<file path="config.mk">
export PLATFORM = sky130hd
export DESIGN_NAME = pipeline_hazard_ctrl
export DESIGN_NICKNAME = d
export VERILOG_FILES = /design/src/rtl/pipeline_hazard_ctrl.sv
export SDC_FILE = /design/constraint.sdc
export NUM_CORES = 1
export LEC_CHECK = 0
export ABC_AREA = 1
export CORE_MARGIN = 1
export CORE_UTILIZATION = 55
export CTS_BUF_LIST = sky130_fd_sc_hd__clkbuf_16
export DETAILED_ROUTE_END_ITERATION = 8
export DONT_BUFFER_PORTS = 1
export GPL_ROUTABILITY_DRIVEN = 0
export PLACE_DENSITY_LB_ADDON = 0.2
export SLEW_MARGIN = 20
export SYNTH_ARGS = -nofsm -noshare
export SYNTH_HDL_FRONTEND = slang
export SYNTH_SLANG_ARGS = --single-unit
export TNS_END_PERCENT = 50
</file>
<file path="constraint.sdc">
create_clock -name clk_i -period 5.9 [get_ports clk_i]
set_clock_uncertainty 0.2 [all_clocks]
set_input_delay 1.77 -clock clk_i [delete_from_list [all_inputs] [get_ports clk_i]]
set_output_delay 1.77 -clock clk_i [all_outputs]
set_load 0.01 [all_outputs]
</file>
<file path="src/rtl/pipeline_hazard_ctrl.sv">
// Hazard/control unit for the 5-stage RV32I pipeline (ID stage): forwarding selects,
// load-use / RAW stalls, branch flush, multi-cycle EX stall and a stall-cycle counter.
module pipeline_hazard_ctrl #(
    parameter int unsigned REG_AW       = 5,
    parameter int unsigned FWD_EN       = 1,
    parameter int unsigned FLUSH_CYCLES = 1,
    parameter int unsigned MC_LAT       = 4,
    parameter int unsigned CNT_W        = 16
) (
    input  logic              clk_i,
    input  logic              rst,
    input  logic [6:0]        id_opcode_i,
    input  logic [REG_AW-1:0] id_rs1_i,
    input  logic [REG_AW-1:0] id_rs2_i,
    input  logic [REG_AW-1:0] ex_rd_i,
    input  logic              ex_regwrite_i,
    input  logic              ex_memread_i,
    input  logic [REG_AW-1:0] mem_rd_i,
    input  logic              mem_regwrite_i,
    input  logic              ex_mc_start_i,
    input  logic              br_taken_i,
    output logic              pc_en_o,
    output logic              if_id_en_o,
    output logic              id_ex_en_o,
    output logic              if_id_flush_o,
    output logic              id_ex_bubble_o,
    output logic [1:0]        fwd_a_o,
    output logic [1:0]        fwd_b_o,
    output logic [CNT_W-1:0]  perf_stall_cnt_o
);

    localparam int unsigned CntW = (MC_LAT > 2) ? $clog2(MC_LAT) : 1;

    localparam logic [6:0] OpR    = 7'b0110011;
    localparam logic [6:0] OpS    = 7'b0100011;
    localparam logic [6:0] OpB    = 7'b1100011;
    localparam logic [6:0] OpLoad = 7'b0000011;
    localparam logic [6:0] OpImm  = 7'b0010011;
    localparam logic [6:0] OpJalr = 7'b1100111;

    typedef enum logic [1:0] {StRun, StMcWait, StFlush} state_e;

    state_e           state_q;
    logic [CntW-1:0]  cnt_q;
    logic [1:0]       fwd_a_q, fwd_a_d, fwd_b_q, fwd_b_d;
    logic [CNT_W-1:0] perf_q, perf_d;

    logic use_rs1, use_rs2;
    logic ex_hit_a, ex_hit_b, mem_hit_a, mem_hit_b;
    logic dh;

    always_comb begin
        use_rs1 = 1'b0;
        use_rs2 = 1'b0;
        case (id_opcode_i)
            OpR, OpS, OpB: begin
                use_rs1 = 1'b1;
                use_rs2 = 1'b1;
            end
            OpLoad, OpImm, OpJalr: use_rs1 = 1'b1;
            default: ;
        endcase
    end

    // x0 is hardwired to zero, so it never creates a dependency.
    assign ex_hit_a  = use_rs1 & ex_regwrite_i & (ex_rd_i != '0) & (ex_rd_i == id_rs1_i);
    assign ex_hit_b  = use_rs2 & ex_regwrite_i & (ex_rd_i != '0) & (ex_rd_i == id_rs2_i);
    assign mem_hit_a = use_rs1 & mem_regwrite_i & (mem_rd_i != '0) & (mem_rd_i == id_rs1_i);
    assign mem_hit_b = use_rs2 & mem_regwrite_i & (mem_rd_i != '0) & (mem_rd_i == id_rs2_i);

    always_comb begin
        if (FWD_EN != 0) begin
            dh = ex_memread_i & (ex_hit_a | ex_hit_b);
        end else begin
            dh = ex_hit_a | ex_hit_b | mem_hit_a | mem_hit_b;
        end
    end

    always_comb begin
        pc_en_o        = 1'b0;
        if_id_en_o     = 1'b0;
        id_ex_en_o     = 1'b0;
        if_id_flush_o  = 1'b0;
        id_ex_bubble_o = 1'b0;
        if (!rst) begin
            unique case (state_q)
                StRun: begin
                    id_ex_en_o = 1'b1;
                    if (br_taken_i) begin
                        pc_en_o        = 1'b1;
                        if_id_en_o     = 1'b1;
                        if_id_flush_o  = 1'b1;
                        id_ex_bubble_o = 1'b1;
                    end else if (!ex_mc_start_i && dh) begin
                        id_ex_bubble_o = 1'b1;
                    end else begin
                        pc_en_o    = 1'b1;
                        if_id_en_o = 1'b1;
                    end
                end
                StFlush: begin
                    pc_en_o       = 1'b1;
                    if_id_en_o    = 1'b1;
                    id_ex_en_o    = 1'b1;
                    if_id_flush_o = 1'b1;
                end
                default: ;
            endcase
        end
    end

    // A bubbled/flushed ID/EX slot carries no operands, so its selects are cleared.
    always_comb begin
        fwd_a_d = 2'b00;
        fwd_b_d = 2'b00;
        if ((FWD_EN != 0) && !id_ex_bubble_o && !if_id_flush_o) begin
            fwd_a_d = ex_hit_a ? 2'b01 : (mem_hit_a ? 2'b10 : 2'b00);
            fwd_b_d = ex_hit_b ? 2'b01 : (mem_hit_b ? 2'b10 : 2'b00);
        end
    end

    always_comb begin
        perf_d = perf_q;
        if (!pc_en_o && (perf_q != '1)) begin
            perf_d = perf_q + CNT_W'(1);
        end
    end

    always_ff @(posedge clk_i) begin
        if (rst) begin
            state_q <= StRun;
            cnt_q   <= '0;
        end else begin
            unique case (state_q)
                StRun: begin
                    if (br_taken_i) begin
                        if (FLUSH_CYCLES > 1) begin
                            state_q <= StFlush;
                            cnt_q   <= CntW'(FLUSH_CYCLES - 2);
                        end
                    end else if (ex_mc_start_i) begin
                        state_q <= StMcWait;
                        cnt_q   <= CntW'(MC_LAT - 2);
                    end
                end
                StMcWait, StFlush: begin
                    if (cnt_q == '0) begin
                        state_q <= StRun;
                    end else begin
                        cnt_q <= cnt_q - CntW'(1);
                    end
                end
                default: state_q <= StRun;
            endcase
        end
    end

    always_ff @(posedge clk_i) begin
        if (rst) begin
            fwd_a_q <= 2'b00;
            fwd_b_q <= 2'b00;
            perf_q  <= '0;
        end else begin
            if (id_ex_en_o) begin
                fwd_a_q <= fwd_a_d;
                fwd_b_q <= fwd_b_d;
            end
            perf_q <= perf_d;
        end
    end

    assign fwd_a_o          = fwd_a_q;
    assign fwd_b_o          = fwd_b_q;
    assign perf_stall_cnt_o = perf_q;

endmodule

</file>
==> reports/qor.json, run 1 <==
{
  "route": {
    "route.detailed.vias_per_inst": 5.612,
    "count_of_tritonroute_iterations_in_the_first_routing_pass": 6,
    "route.vias.total": 1751,
    "routed_wirelength_um": 3884,
    "routedWlPerCell_um": 12.45,
    "first_iter_violations": 120,
    "drc": 3,
    "detail-route-antenna-nets": 0
  },
  "min_path": {
    "worst_hold_path_type": "reg -> reg",
    "worstHoldEndpoint": "fwd_a_o[1]$_SDFFE_PP0P_",
    "worstHoldStart": "state_q[0]$_SDFFE_PP0P_",
    "min_path_cells": 2
  },
  "clock_tree": {
    "clk-insertion-delay-late_ns": 0.26,
    "numCtsBuffers": 3,
    "clk_pin_slew_ns": 0.06,
    "max-clock-path-buffers": 2,
    "postCtsHoldBufs": 0,
    "postCtsSetupBuffers": 0,
    "root_buffer": "sky130_fd_sc_hd__clkbuf_16",
    "ctsHtreeMaxLevel": 1,
    "post_cts_resize_count": 0,
    "cts_tree": "built",
    "cts_sinks": 23
  },
  "worst_setup_path": {
    "crit_chain": "inv_1 > o21ai_1 > nand2_1 > nor2_1 > nand3_1 > nand2_1 > nand2_1 > nand2_2 > nand2_1",
    "rr_startpoint": "perf_stall_cnt_o[0]$_SDFFE_PP0P_",
    "cp-start-kind": "input pin",
    "worstPathBufferInverterCount": 1,
    "critical_path_required_ns": 3.93,
    "reg2reg_setup_slack_ns": 3.39,
    "critical_path_class": "in -> out",
    "worst_path_largest_cell_delay_ns": 0.27,
    "cp_top_family": "simple AND/OR/NAND/NOR gates",
    "crit_top_cell": "sky130_fd_sc_hd__nand2_1",
    "slowest_stage": "sky130_fd_sc_hd__nand2_2",
    "arrival_ns": 2.92,
    "critPathCaptureType": "output port",
    "r2r_end": "perf_stall_cnt_o[1]$_SDFFE_PP0P_",
    "reg2reg_depth": 8,
    "worst-path-max-fanout": 17
  },
  "global_routing": {
    "grt_first_pass_wirelength_um": 6368,
    "grt-ovfl-total": 0,
    "grt_antenna_before_repair": 0,
    "maximum_number_of_pins_on_one_net_before_global_route_repair": 20,
    "grt_util_all_layers_pct": 24.02,
    "via_count_of_the_first_global_routing_pass": 1500
  },
  "timing": {
    "timing_worst_slew_pin_value_ns": 0.4376,
    "fin_worst_hold_slack_ns": 0.2631,
    "finalSetupTns_ns": 0,
    "setup_violations": 0,
    "fin_crit_sh_pct": 82.82,
    "period_needed_ns": 4.886,
    "hold_violations": 0,
    "final-max-slew-violation-count": 0,
    "peak_clock_frequency_supported_by_timing_mhz": 204.7,
    "slew_headroom_pct": 70.76,
    "rsz0062_at_grt": "no"
  },
  "pwr": {
    "p_comb_share_pct": 12.6,
    "leakagePower_nw": 0.8059,
    "power_report.internal_total_w": 0.0002661,
    "clock_power_share_pct": 42.2,
    "ir_worst_vdd_uv": 165.4,
    "power_density_mw_per_mm2": 199.3,
    "switching_share_pct": 25.71,
    "power.share.sequential_pct": 45.2,
    "finalPower_w": 0.0003583,
    "netSwitchingPower_w": 0.00009212
  },
  "floorplan": {
    "dieHeight_um": 57.75,
    "floorplan.core_area_sq_mm": 0.002853,
    "start_util_pct": 59.91,
    "dieWidth_um": 57.75,
    "floorplan.io_pins": 59,
    "core.rowCount": 19,
    "floorplan.die_area_sq_mm": 0.003334
  },
  "layout": {
    "num-nets-final": 318,
    "num_antenna_cells": 0,
    "multi_input_comb_area_sq_mm": 0.001051,
    "syn_to_final_growth_pct": 5.197,
    "stdcell_area_sq_mm": 0.001798,
    "sequential_cell_area_sq_um": 460.4,
    "n_fill_cell": 273,
    "layout-drive-gt1-share_pct": 4.626
  },
  "logic_synthesis": {
    "synth.top_cells.by_area": "sky130_fd_sc_hd__dfxtp_1 (27%), sky130_fd_sc_hd__nand2_1 (19%), sky130_fd_sc_hd__inv_1 (8.8%)",
    "mappedNetlistArea_sq_mm": 0.001709,
    "synth_xor_area_share_pct": 8.712,
    "synth_top_family_by_area": "simple AND/OR/NAND/NOR gates",
    "syn_avg_cell_area_sq_um": 6.039,
    "synth-warning-count": 0,
    "yosys.cell_types.count": 29,
    "synth_cells": 283,
    "syn_nets": 319,
    "synth_sequential_area_ratio_pct": 26.94,
    "synth_simple_gate_area_share_pct": 43.48,
    "yosys.area_share.adder_pct": 1.464,
    "async_reset_ff_share_pct": 0,
    "synth_compound_area_share_pct": 7.833,
    "post-synth-top-area-cell": "sky130_fd_sc_hd__dfxtp_1",
    "ys_seq_elements": 23,
    "synth_mux_area_share_pct": 0,
    "ys_dominant_reg_cell": "sky130_fd_sc_hd__dfxtp_1",
    "top_area_cell_type_share_of_the_netlist_area_pct": 26.94,
    "synth_enable_flop_cells": 0
  },
  "place": {
    "detailed_place_hpwl_um": 3008,
    "numPortBuffers": 0,
    "placed_area_sq_mm": 0.001715
  },
  "run_status": {
    "run_status": "finished, violations left",
    "failed_checks": "DRC"
  },
  "job": {
    "max_capacitance_violation_total": 0
  }
}
[power by group through the flow]
stage	Combinational, W	Sequential [W]	Clock, W
finish	0.0000453	0.000162	0.000151
global route	0.0000526	0.000162	0.000160
CTS	0.0000454	0.000162	0.000155
detailed placement	0.0000452	0.000165	0
global placement	0.0000447	0.000165	0
floorplan	0.0000411	0.000165	0
[layout make-up]
| cell class | instances | area share, % |
|---|---|---|
| well taps | 31 | 2.157 |
| inverters | 42 | 8.768 |
| repair buffers | 1 | 0.4175 |
| clock buffers | 3 | 4.175 |
| clock inverters | 1 | 0.4175 |
| flip-flops and latches | 23 | 25.61 |
| multi-input cells | 211 | 58.46 |
[kinds of logic after synthesis]
family | Yosys count
xor+xnor | 17
compound gates | 25
fa+ha+maj | 2
flops | 23
simple gates | 167
buf+inv | 49
[worst max-delay path by stage]
stage / startpoint / to / slack, ns / cells past startpoint
6_report: id_opcode_i[5] / pc_en_o / 1.01 / 9
5_1_grt: id_opcode_i[5] / if_id_en_o / 0.86 / 9
4_1_cts: id_opcode_i[5] / pc_en_o / 1.02 / 9
3_5_place_dp: id_opcode_i[5] / pc_en_o / 1.02 / 9
3_3_place_gp: id_opcode_i[5] / pc_en_o / 1.05 / 9
2_1_floorplan: rst / pc_en_o / 0.88 / 8
[cell usage in the layout (no fill, tap or decap), types with 3 or more instances in the layout]
master and instances:
sky130_fd_sc_hd__nand3_1 14, sky130_fd_sc_hd__xnor2_1 9, sky130_fd_sc_hd__nand2_1 85, sky130_fd_sc_hd__nor2_1 30, sky130_fd_sc_hd__inv_1 40, sky130_fd_sc_hd__dfxtp_1 23, sky130_fd_sc_hd__xor2_1 8, sky130_fd_sc_hd__nor3_1 6
sky130_fd_sc_hd__a21oi_1 19, sky130_fd_sc_hd__clkbuf_16 3, sky130_fd_sc_hd__nand4_1 22
[Yosys cell counts (2+ instances only)]
cell type / instances
sky130_fd_sc_hd__a21oi_1: 19
sky130_fd_sc_hd__and3_1: 2
sky130_fd_sc_hd__buf_2: 2
sky130_fd_sc_hd__clkbuf_1: 3
sky130_fd_sc_hd__dfxtp_1: 23
sky130_fd_sc_hd__ha_1: 2
sky130_fd_sc_hd__inv_1: 40
sky130_fd_sc_hd__nand2_1: 85
sky130_fd_sc_hd__nand2_2: 2
sky130_fd_sc_hd__nand3_1: 14
sky130_fd_sc_hd__nand4_1: 22
sky130_fd_sc_hd__nor2_1: 30
sky130_fd_sc_hd__nor3_1: 6
sky130_fd_sc_hd__o21ai_0: 2
sky130_fd_sc_hd__or2_2: 2
sky130_fd_sc_hd__xnor2_1: 9
sky130_fd_sc_hd__xor2_1: 8
[flip-flops by register name (all words and copies together) (netlist names)]
| name | flops |
|---|---|
| cnt_q | 2 |
| state_q | 1 |
| fwd_b_o | 2 |
| fwd_a_o | 2 |
| perf_stall_cnt_o | 16 |
[tightest hold or removal path: cells and delay by family (launching register included)]
kind / cells / cell delay, ns
AO/OA/AOI/OAI: 1 / 0.05
AND/OR/NAND/NOR: 1 / 0.06
flip-flops: 1 / 0.31
[metal layers]
layer	global-route usage, %	part of all wire (%)	up-vias	routed length, um
li1	-	-	904	-
met1	31.94	46	770	1800
met2	38.54	43	70	1684
met3	5.804	9.1	7	352
met4	7.823	1.2	0	47
met5	0	0	-	0
[per-stage QoR]
step	cells	utilization (%)	setup WS [ns]
detailed placement	308	60.13	1.024
finish	312	63.03	1.014
CTS	312	63.03	1.023
global placement	308	60.13	1.047
floorplan	283	-	0.8794
global route	312	63.03	0.8570
No activity file was read; power rests on OpenSTA's default activity.
==> inputs of run 2 (changes only) <==
==> constraint.sdc (replaced) <==
create_clock -name clk_i -period 4.6 [get_ports clk_i]
set_clock_uncertainty 0.2 [all_clocks]
set_input_delay 1.38 -clock clk_i [delete_from_list [all_inputs] [get_ports clk_i]]
set_output_delay 1.38 -clock clk_i [all_outputs]
set_load 0.01 [all_outputs]
==> run 2 against run 1 <==
The run still ends with DRC left. Flip-flop and latch count did not move. Clock-buffer cell count stayed put. Global-route usage increased by 0.94 points. Core utilization up 0.26 points. Clock power is 28% higher. Combinational power is 32% higher. Critical endpoint unchanged.
==> reports/qor.json, run 2 (synthesis gave the netlist of run 1 again) <==
{
  "timing": {
    "timing_worst_slew_pin_value": {"value": 0.4367, "unit": "ns", "change": "-0.0008800 ns"},
    "final.setup.worst_slack": {"value": 0.7260, "unit": "ns", "change": "-0.2878 ns"},
    "slew_headroom": {"value": 70.82, "unit": "%", "change": "about the same"},
    "rsz0062_at_grt": "no",
    "peak_clock_frequency_supported_by_timing_mhz": 258.1,
    "setup_violations": {"value": 0, "change": "unchanged"},
    "finalSetupTns": {"value": 0, "unit": "ns", "change": "unchanged"},
    "hold_violations": {"value": 0, "change": "unchanged"},
    "period_needed_ns": 3.874,
    "fin_crit_sh_pct": 84.22,
    "final-max-slew-violation-count": {"value": 0, "change": "unchanged"}
  },
  "floorplan": {
    "floorplan.core_area": {"value": 0.002853, "unit": "sq mm", "change": "unchanged"},
    "start_util": {"value": 59.91, "unit": "%", "change": "unchanged"},
    "floorplan.io_pins": {"value": 59, "change": "unchanged"},
    "dieHeight": {"value": 57.75, "unit": "um", "change": "unchanged"},
    "core.rowCount": {"value": 19, "change": "unchanged"},
    "dieWidth": {"value": 57.75, "unit": "um", "change": "unchanged"},
    "floorplan.die_area": {"value": 0.003334, "unit": "sq mm", "change": "unchanged"}
  },
  "place": {
    "numPortBuffers": {"value": 0, "change": "unchanged"},
    "dp_worst_setup_slack": {"value": 0.7394, "unit": "ns", "change": "-0.2850 ns"},
    "detailed_place_hpwl": {"value": 3062, "unit": "um", "change": "+1.8%"}
  },
  "min_path": {
    "worst_hold_path_type": "reg -> reg"
  },
  "route": {
    "routed_wirelength": {"value": 4010, "unit": "um", "change": "+3.2%"},
    "route.detailed.vias_per_inst": {"value": 5.492, "change": "-2.1%"},
    "route.vias.total": {"value": 1719, "change": "-1.8%"},
    "first_iter_violations": {"value": 147, "change": "+23%"},
    "detail-route-antenna-nets": {"value": 0, "change": "unchanged"},
    "count_of_tritonroute_iterations_in_the_first_routing_pass": {"value": 7, "change": "+1"},
    "routedWlPerCell": {"value": 12.81, "unit": "um", "change": "+2.9%"},
    "drc": {"value": 3, "change": "unchanged"}
  },
  "worst_setup_path": {
    "worst-path-max-fanout": {"value": 3, "change": "-14"},
    "critPathCaptureType": "output port",
    "critical_path_class": "in -> out",
    "arrival": {"value": 2.29, "unit": "ns", "change": "-0.63 ns"},
    "reg2reg_setup_slack": {"value": 2.08, "unit": "ns", "change": "-1.31 ns"},
    "slowest_stage": "sky130_fd_sc_hd__nand2_1",
    "cp-start-kind": "input pin",
    "crit_top_cell": "sky130_fd_sc_hd__nand2_1",
    "crit_chain": "inv_1 > nand2_1 > nor2_1 > nor2_1 > nand3_1 > nand2_1 > nand2_1 > nand2_2 > nand2_1",
    "worst_path_largest_cell_delay": {"value": 0.21, "unit": "ns", "change": "-0.06 ns"},
    "critical_path_required": {"value": 3.02, "unit": "ns", "change": "-0.91 ns"}
  },
  "layout": {
    "syn_to_final_growth_pct": 5.637,
    "largest_register_ffs": {"value": 16, "change": "unchanged"},
    "num-nets-final": {"value": 319, "change": "+0.31%"},
    "layout-drive-gt1-share": {"value": 4.965, "unit": "%", "change": "+0.34 points"},
    "num_antenna_cells": {"value": 0, "change": "unchanged"},
    "most_frequent_standard_cell_in_the_layout_excluding_fill_and_tap_cells": "sky130_fd_sc_hd__nand2_1",
    "most-common-layout-cells": "sky130_fd_sc_hd__nand2_1 (85), sky130_fd_sc_hd__inv_1 (40), sky130_fd_sc_hd__nor2_1 (30)"
  },
  "clock_tree": {
    "post_cts_resize_count": {"value": 0, "change": "unchanged"},
    "clk-insertion-delay-late": {"value": 0.26, "unit": "ns", "change": "about the same"},
    "postCtsSetupBuffers": {"value": 0, "change": "unchanged"},
    "ctsHtreeMaxLevel": {"value": 1, "change": "unchanged"},
    "clk_pin_slew": {"value": 0.06, "unit": "ns", "change": "about the same"},
    "numCtsBuffers": {"value": 3, "change": "unchanged"},
    "postCtsHoldBufs": {"value": 0, "change": "unchanged"},
    "cts_tree": "built",
    "cts_sinks": {"value": 23, "change": "unchanged"},
    "root_buffer": "sky130_fd_sc_hd__clkbuf_16",
    "max-clock-path-buffers": {"value": 2, "change": "unchanged"}
  },
  "global_routing": {
    "grt_antenna_before_repair": {"value": 0, "change": "unchanged"},
    "grt_first_pass_wirelength": {"value": 6651, "unit": "um", "change": "+4.4%"},
    "maximum_number_of_pins_on_one_net_before_global_route_repair": {"value": 20, "change": "unchanged"},
    "grt_util_all_layers": {"value": 24.96, "unit": "%", "change": "+0.94 points"},
    "via_count_of_the_first_global_routing_pass": {"value": 1538, "change": "+2.5%"},
    "grt-ovfl-total": {"value": 0, "change": "unchanged"}
  },
  "run_status": {
    "run_status": "finished, violations left",
    "failed_checks": "DRC"
  },
  "job": {
    "max_capacitance_violation_total": {"value": 0, "change": "unchanged"}
  },
  "pwr": {
    "ir_worst_vdd": {"value": 320.5, "unit": "uV", "change": "+94%"},
    "leakagePower": {"value": 0.8106, "unit": "nW", "change": "+0.59%"},
    "power_density": {"value": 255.5, "unit": "mW/mm^2", "change": "+28%"},
    "finalPower": {"value": 0.0004614, "unit": "W", "change": "+29%"}
  }
}
==> run 2: cell count changes in the layout (fill, tap and decap cells not counted) <==
cell	before	now
sky130_fd_sc_hd__buf_4	1	2
==> run 2: worst max-delay path, delay by kind of cell <==
| family | cells | cell delay (ns) |
|---|---|---|
| buf+inv | 1 | 0.07 |
| simple gates | 8 | 0.84 |
==> run 2: stage by stage <==
| step | instances | util [%] | hold WS, ns | cell area, sq um |
|---|---|---|---|---|
| after global routing | 313 | 63.29 | 0.2933 | 1805 |
| final | 313 | 63.29 | 0.2616 | 1805 |
| after CTS | 313 | 63.29 | 0.2682 | 1805 |
| after floorplan | 283 | - | 0.2393 | 1709 |
| after detailed placement | 309 | 60.39 | 0.2540 | 1723 |
| after global placement | 309 | 60.39 | 0.2567 | 1723 |
==> run 2: final timing paths <==
check	start	end	cells past startpoint
max reg2reg	perf_stall_cnt_o[0]$_SDFFE_PP0P_	perf_stall_cnt_o[5]$_SDFFE_PP0P_	8
min	state_q[0]$_SDFFE_PP0P_	fwd_a_o[1]$_SDFFE_PP0P_	2
min reg2reg	state_q[0]$_SDFFE_PP0P_	fwd_a_o[1]$_SDFFE_PP0P_	2
max	ex_rd_i[1]	pc_en_o	9
==> run 2: cell type report <==
type / instances / area, sq um
repair buffers: 2 / 15.01
multi-input cells: 211 / 1051
fillers: 286 / 1047
clock inverters: 1 / 7.507
well taps: 31 / 38.79
clock buffers: 3 / 75.07
flip-flops and latches: 23 / 460.4
inverters: 42 / 157.7
==> run 2: where the power goes <==
part           leakage [nW]  switching, W  total (W)  internal (W)
clock network        0.0371     0.0000761   0.000194      0.000118
registers             0.186    0.00000446   0.000207      0.000203
logic                 0.587     0.0000388  0.0000599     0.0000211
total                 0.811      0.000119   0.000461      0.000342
==> run 2: per-layer routing <==
| layer | wire length, um | global-route usage (%) |
|---|---|---|
| met5 | 0 | 0 |
| met4 | 18 | 4.762 |
| met3 | 351 | 7.143 |
| met2 | 1790 | 40.37 |
| met1 | 1849 | 33.61 |
==> inputs of run 3 (changes only) <==
==> constraint.sdc (replaced) <==
create_clock -name clk_i -period 3.5 [get_ports clk_i]
set_clock_uncertainty 0.2 [all_clocks]
set_input_delay 1.05 -clock clk_i [delete_from_list [all_inputs] [get_ports clk_i]]
set_output_delay 1.05 -clock clk_i [all_outputs]
set_load 0.01 [all_outputs]
==> run 3 against run 2 <==
Clock-buffer cell count did not move. Wire length fell by 1.6%. Largest cell class unchanged. Non-clock buffer count rose by 1. Global-route usage barely moved. Register-to-register slack got worse by 0.85 ns. The flow still finishes with violations (DRC). Critical path depth did not move. Worst setup slack got worse by 0.44 ns. Combinational power rose by 31%. Critical path type unchanged. Highest routed layer is now met3. Die area did not move. Final cell count rose by 0.32%.
==> reports/qor.json, run 3 (synthesis gave the netlist of run 1 again) <==
{
  "global_routing": {
    "maximum_number_of_pins_on_one_net_before_global_route_repair": {"value": 20, "change": "unchanged"},
    "grt-ovfl-total": {"value": 0, "change": "unchanged"},
    "grt_first_pass_wirelength": {"value": 6720, "unit": "um", "change": "+1.0%"},
    "via_count_of_the_first_global_routing_pass": {"value": 1555, "change": "+1.1%"},
    "grt_util_all_layers": {"value": 25.00, "unit": "%", "change": "+0.035 points"},
    "grt_antenna_before_repair": {"value": 0, "change": "unchanged"}
  },
  "route": {
    "first_iter_violations": {"value": 99, "change": "-33%"},
    "route.detailed.vias_per_inst": {"value": 5.532, "change": "+0.73%"},
    "route.vias.total": {"value": 1737, "change": "+1.0%"},
    "detail-route-antenna-nets": {"value": 0, "change": "unchanged"},
    "drc": {"value": 4, "change": "+1"},
    "routedWlPerCell": {"value": 12.56, "unit": "um", "change": "-1.9%"},
    "count_of_tritonroute_iterations_in_the_first_routing_pass": {"value": 6, "change": "-1"},
    "routed_wirelength": {"value": 3945, "unit": "um", "change": "-1.6%"}
  },
  "timing": {
    "finalSetupTns": {"value": 0, "unit": "ns", "change": "unchanged"},
    "hold_violations": {"value": 0, "change": "unchanged"},
    "setup_violations": {"value": 0, "change": "unchanged"},
    "fin_crit_sh_pct": 91.70,
    "slew_headroom": {"value": 76.56, "unit": "%", "change": "+5.7 points"},
    "final-max-slew-violation-count": {"value": 0, "change": "unchanged"},
    "period_needed_ns": 3.209,
    "timing_worst_slew_pin_value": {"value": 0.3512, "unit": "ns", "change": "-0.08554 ns"},
    "rsz0062_at_grt": "no",
    "fin_worst_hold_slack": {"value": 0.2749, "unit": "ns", "change": "+0.01330 ns"},
    "peak_clock_frequency_supported_by_timing_mhz": 311.6
  },
  "worst_setup_path": {
    "worstPathBufferInverterCount": {"value": 1, "change": "unchanged"},
    "worst_path_largest_cell_delay": {"value": 0.21, "unit": "ns", "change": "about the same"},
    "critical_path_class": "in -> out",
    "worst-path-max-fanout": {"value": 3, "change": "unchanged"},
    "cp-start-kind": "input pin",
    "slowest_stage": "sky130_fd_sc_hd__nand2_1",
    "critical_path_required": {"value": 2.25, "unit": "ns", "change": "-0.77 ns"},
    "crit_top_cell": "sky130_fd_sc_hd__nand2_1",
    "crit_chain": "inv_1 > nand2_1 > nor2_1 > nor2_1 > nand3_1 > nand2_1 > nand2_1 > nand2_2 > nand2_1",
    "reg2reg_setup_slack": {"value": 1.23, "unit": "ns", "change": "-0.85 ns"},
    "critPathCaptureType": "output port",
    "cp_top_family": "simple AND/OR/NAND/NOR gates",
    "arrival": {"value": 1.96, "unit": "ns", "change": "-0.33 ns"}
  },
  "floorplan": {
    "core.rowCount": {"value": 19, "change": "unchanged"},
    "start_util": {"value": 59.91, "unit": "%", "change": "unchanged"},
    "dieHeight": {"value": 57.75, "unit": "um", "change": "unchanged"},
    "floorplan.die_area": {"value": 0.003334, "unit": "sq mm", "change": "unchanged"},
    "dieWidth": {"value": 57.75, "unit": "um", "change": "unchanged"},
    "floorplan.io_pins": {"value": 59, "change": "unchanged"},
    "floorplan.core_area": {"value": 0.002853, "unit": "sq mm", "change": "unchanged"}
  },
  "layout": {
    "num_antenna_cells": {"value": 0, "change": "unchanged"},
    "largest_register_ffs": {"value": 16, "change": "unchanged"},
    "most-common-layout-cells": "sky130_fd_sc_hd__nand2_1 (85), sky130_fd_sc_hd__inv_1 (40), sky130_fd_sc_hd__nor2_1 (29)",
    "num-nets-final": {"value": 320, "change": "+0.31%"},
    "layout-drive-gt1-share": {"value": 6.007, "unit": "%", "change": "+1.0 points"},
    "post_layout_nonfiller_instances": {"value": 314, "change": "+0.32%"},
    "n_fill_cell": {"value": 269, "change": "-5.9%"},
    "most_frequent_standard_cell_in_the_layout_excluding_fill_and_tap_cells": "sky130_fd_sc_hd__nand2_1",
    "syn_to_final_growth_pct": 6.296
  },
  "clock_tree": {
    "ctsHtreeMaxLevel": {"value": 1, "change": "unchanged"},
    "clk_pin_slew": {"value": 0.06, "unit": "ns", "change": "about the same"},
    "numCtsBuffers": {"value": 3, "change": "unchanged"},
    "max-clock-path-buffers": {"value": 2, "change": "unchanged"},
    "postCtsSetupBuffers": {"value": 0, "change": "unchanged"},
    "cts_tree": "built",
    "postCtsHoldBufs": {"value": 0, "change": "unchanged"},
    "post_cts_resize_count": {"value": 0, "change": "unchanged"},
    "clk-insertion-delay-late": {"value": 0.26, "unit": "ns", "change": "about the same"},
    "cts_sinks": {"value": 23, "change": "unchanged"},
    "root_buffer": "sky130_fd_sc_hd__clkbuf_16"
  },
  "place": {
    "placedCellCount": {"value": 310, "change": "+0.32%"},
    "detailed_place_hpwl": {"value": 3029, "unit": "um", "change": "-1.1%"},
    "numPortBuffers": {"value": 0, "change": "unchanged"}
  },
  "run_status": {
    "failed_checks": "DRC",
    "run_status": "finished, violations left"
  },
  "pwr": {
    "power_density": {"value": 332.3, "unit": "mW/mm^2", "change": "+30%"},
    "ir_worst_vdd": {"value": 290.0, "unit": "uV", "change": "-9.5%"},
    "leakagePower": {"value": 0.8160, "unit": "nW", "change": "+0.66%"},
    "finalPower": {"value": 0.0006037, "unit": "W", "change": "+31%"}
  },
  "job": {
    "max_capacitance_violation_total": {"value": 0, "change": "unchanged"}
  },
  "min_path": {
    "worst_hold_path_type": "reg -> reg"
  }
}
==> run 3: cell count changes in the layout (fill, tap and decap cells not counted) <==
| cell | previous run | this run |
|---|---|---|
| sky130_fd_sc_hd__buf_4 | 2 | 3 |
| sky130_fd_sc_hd__nor2_2 | 1 | 2 |
| sky130_fd_sc_hd__clkinv_2 | 0 | 1 |
| sky130_fd_sc_hd__clkinv_1 | 1 | 0 |
| sky130_fd_sc_hd__nor2_1 | 30 | 29 |
==> run 3: tightest hold or removal path: stages (launching register included) <==
cell and delay, ns:
sky130_fd_sc_hd__dfxtp_1 0.32, sky130_fd_sc_hd__nand2_1 0.06, sky130_fd_sc_hd__a21oi_1 0.05
==> run 3: cell type report <==
class	instances	area [sq um]	area share (%)
Clock buffer	3	75.07	4.132
Sequential cell	23	460.4	25.34
Inverter	42	158.9	8.747
Multi-Input combinational cell	211	1054	57.99
Timing Repair Buffer	3	22.52	1.240
Clock inverter	1	7.507	0.4132
Tap cell	31	38.79	2.135
==> run 3: where the power goes <==
part	total, W	internal, W	switching (W)
Clock	0.000253	0.000155	0.0000976
Combinational	0.0000785	0.0000279	0.0000507
Sequential	0.000273	0.000267	0.00000586
Total	0.000604	0.000450	0.000154
==> run 3: final timing paths <==
path / to / startpoint / cells after the start
worst max-delay path: pc_en_o / ex_rd_i[1] / 9
worst min register to register: fwd_a_o[1]$_SDFFE_PP0P_ / state_q[0]$_SDFFE_PP0P_ / 2
worst min-delay path: fwd_a_o[1]$_SDFFE_PP0P_ / state_q[0]$_SDFFE_PP0P_ / 2
worst max register to register: perf_stall_cnt_o[0]$_SDFFE_PP0P_ / perf_stall_cnt_o[0]$_SDFFE_PP0P_ / 10
==> run 3: metal layers <==
metal / routed length [um] / track usage (%)
met1: 1905 / 36.06
met2: 1708 / 38.04
met3: 331 / 7.366
met4: 0 / 3.401
met5: 0 / 0
==> run 3: per-stage QoR <==
| stage | area (sq um) | util [%] | setup WS (ns) |
|---|---|---|---|
| 2_1_floorplan | 1713 | - | 0.05494 |
| 3_3_place_gp | 1734 | 60.79 | 0.3163 |
| 3_5_place_dp | 1734 | 60.79 | 0.2849 |
| 4_1_cts | 1817 | 63.68 | 0.2841 |
| 5_1_grt | 1817 | 63.68 | 0.1267 |
| 6_report | 1817 | 63.68 | 0.2906 |
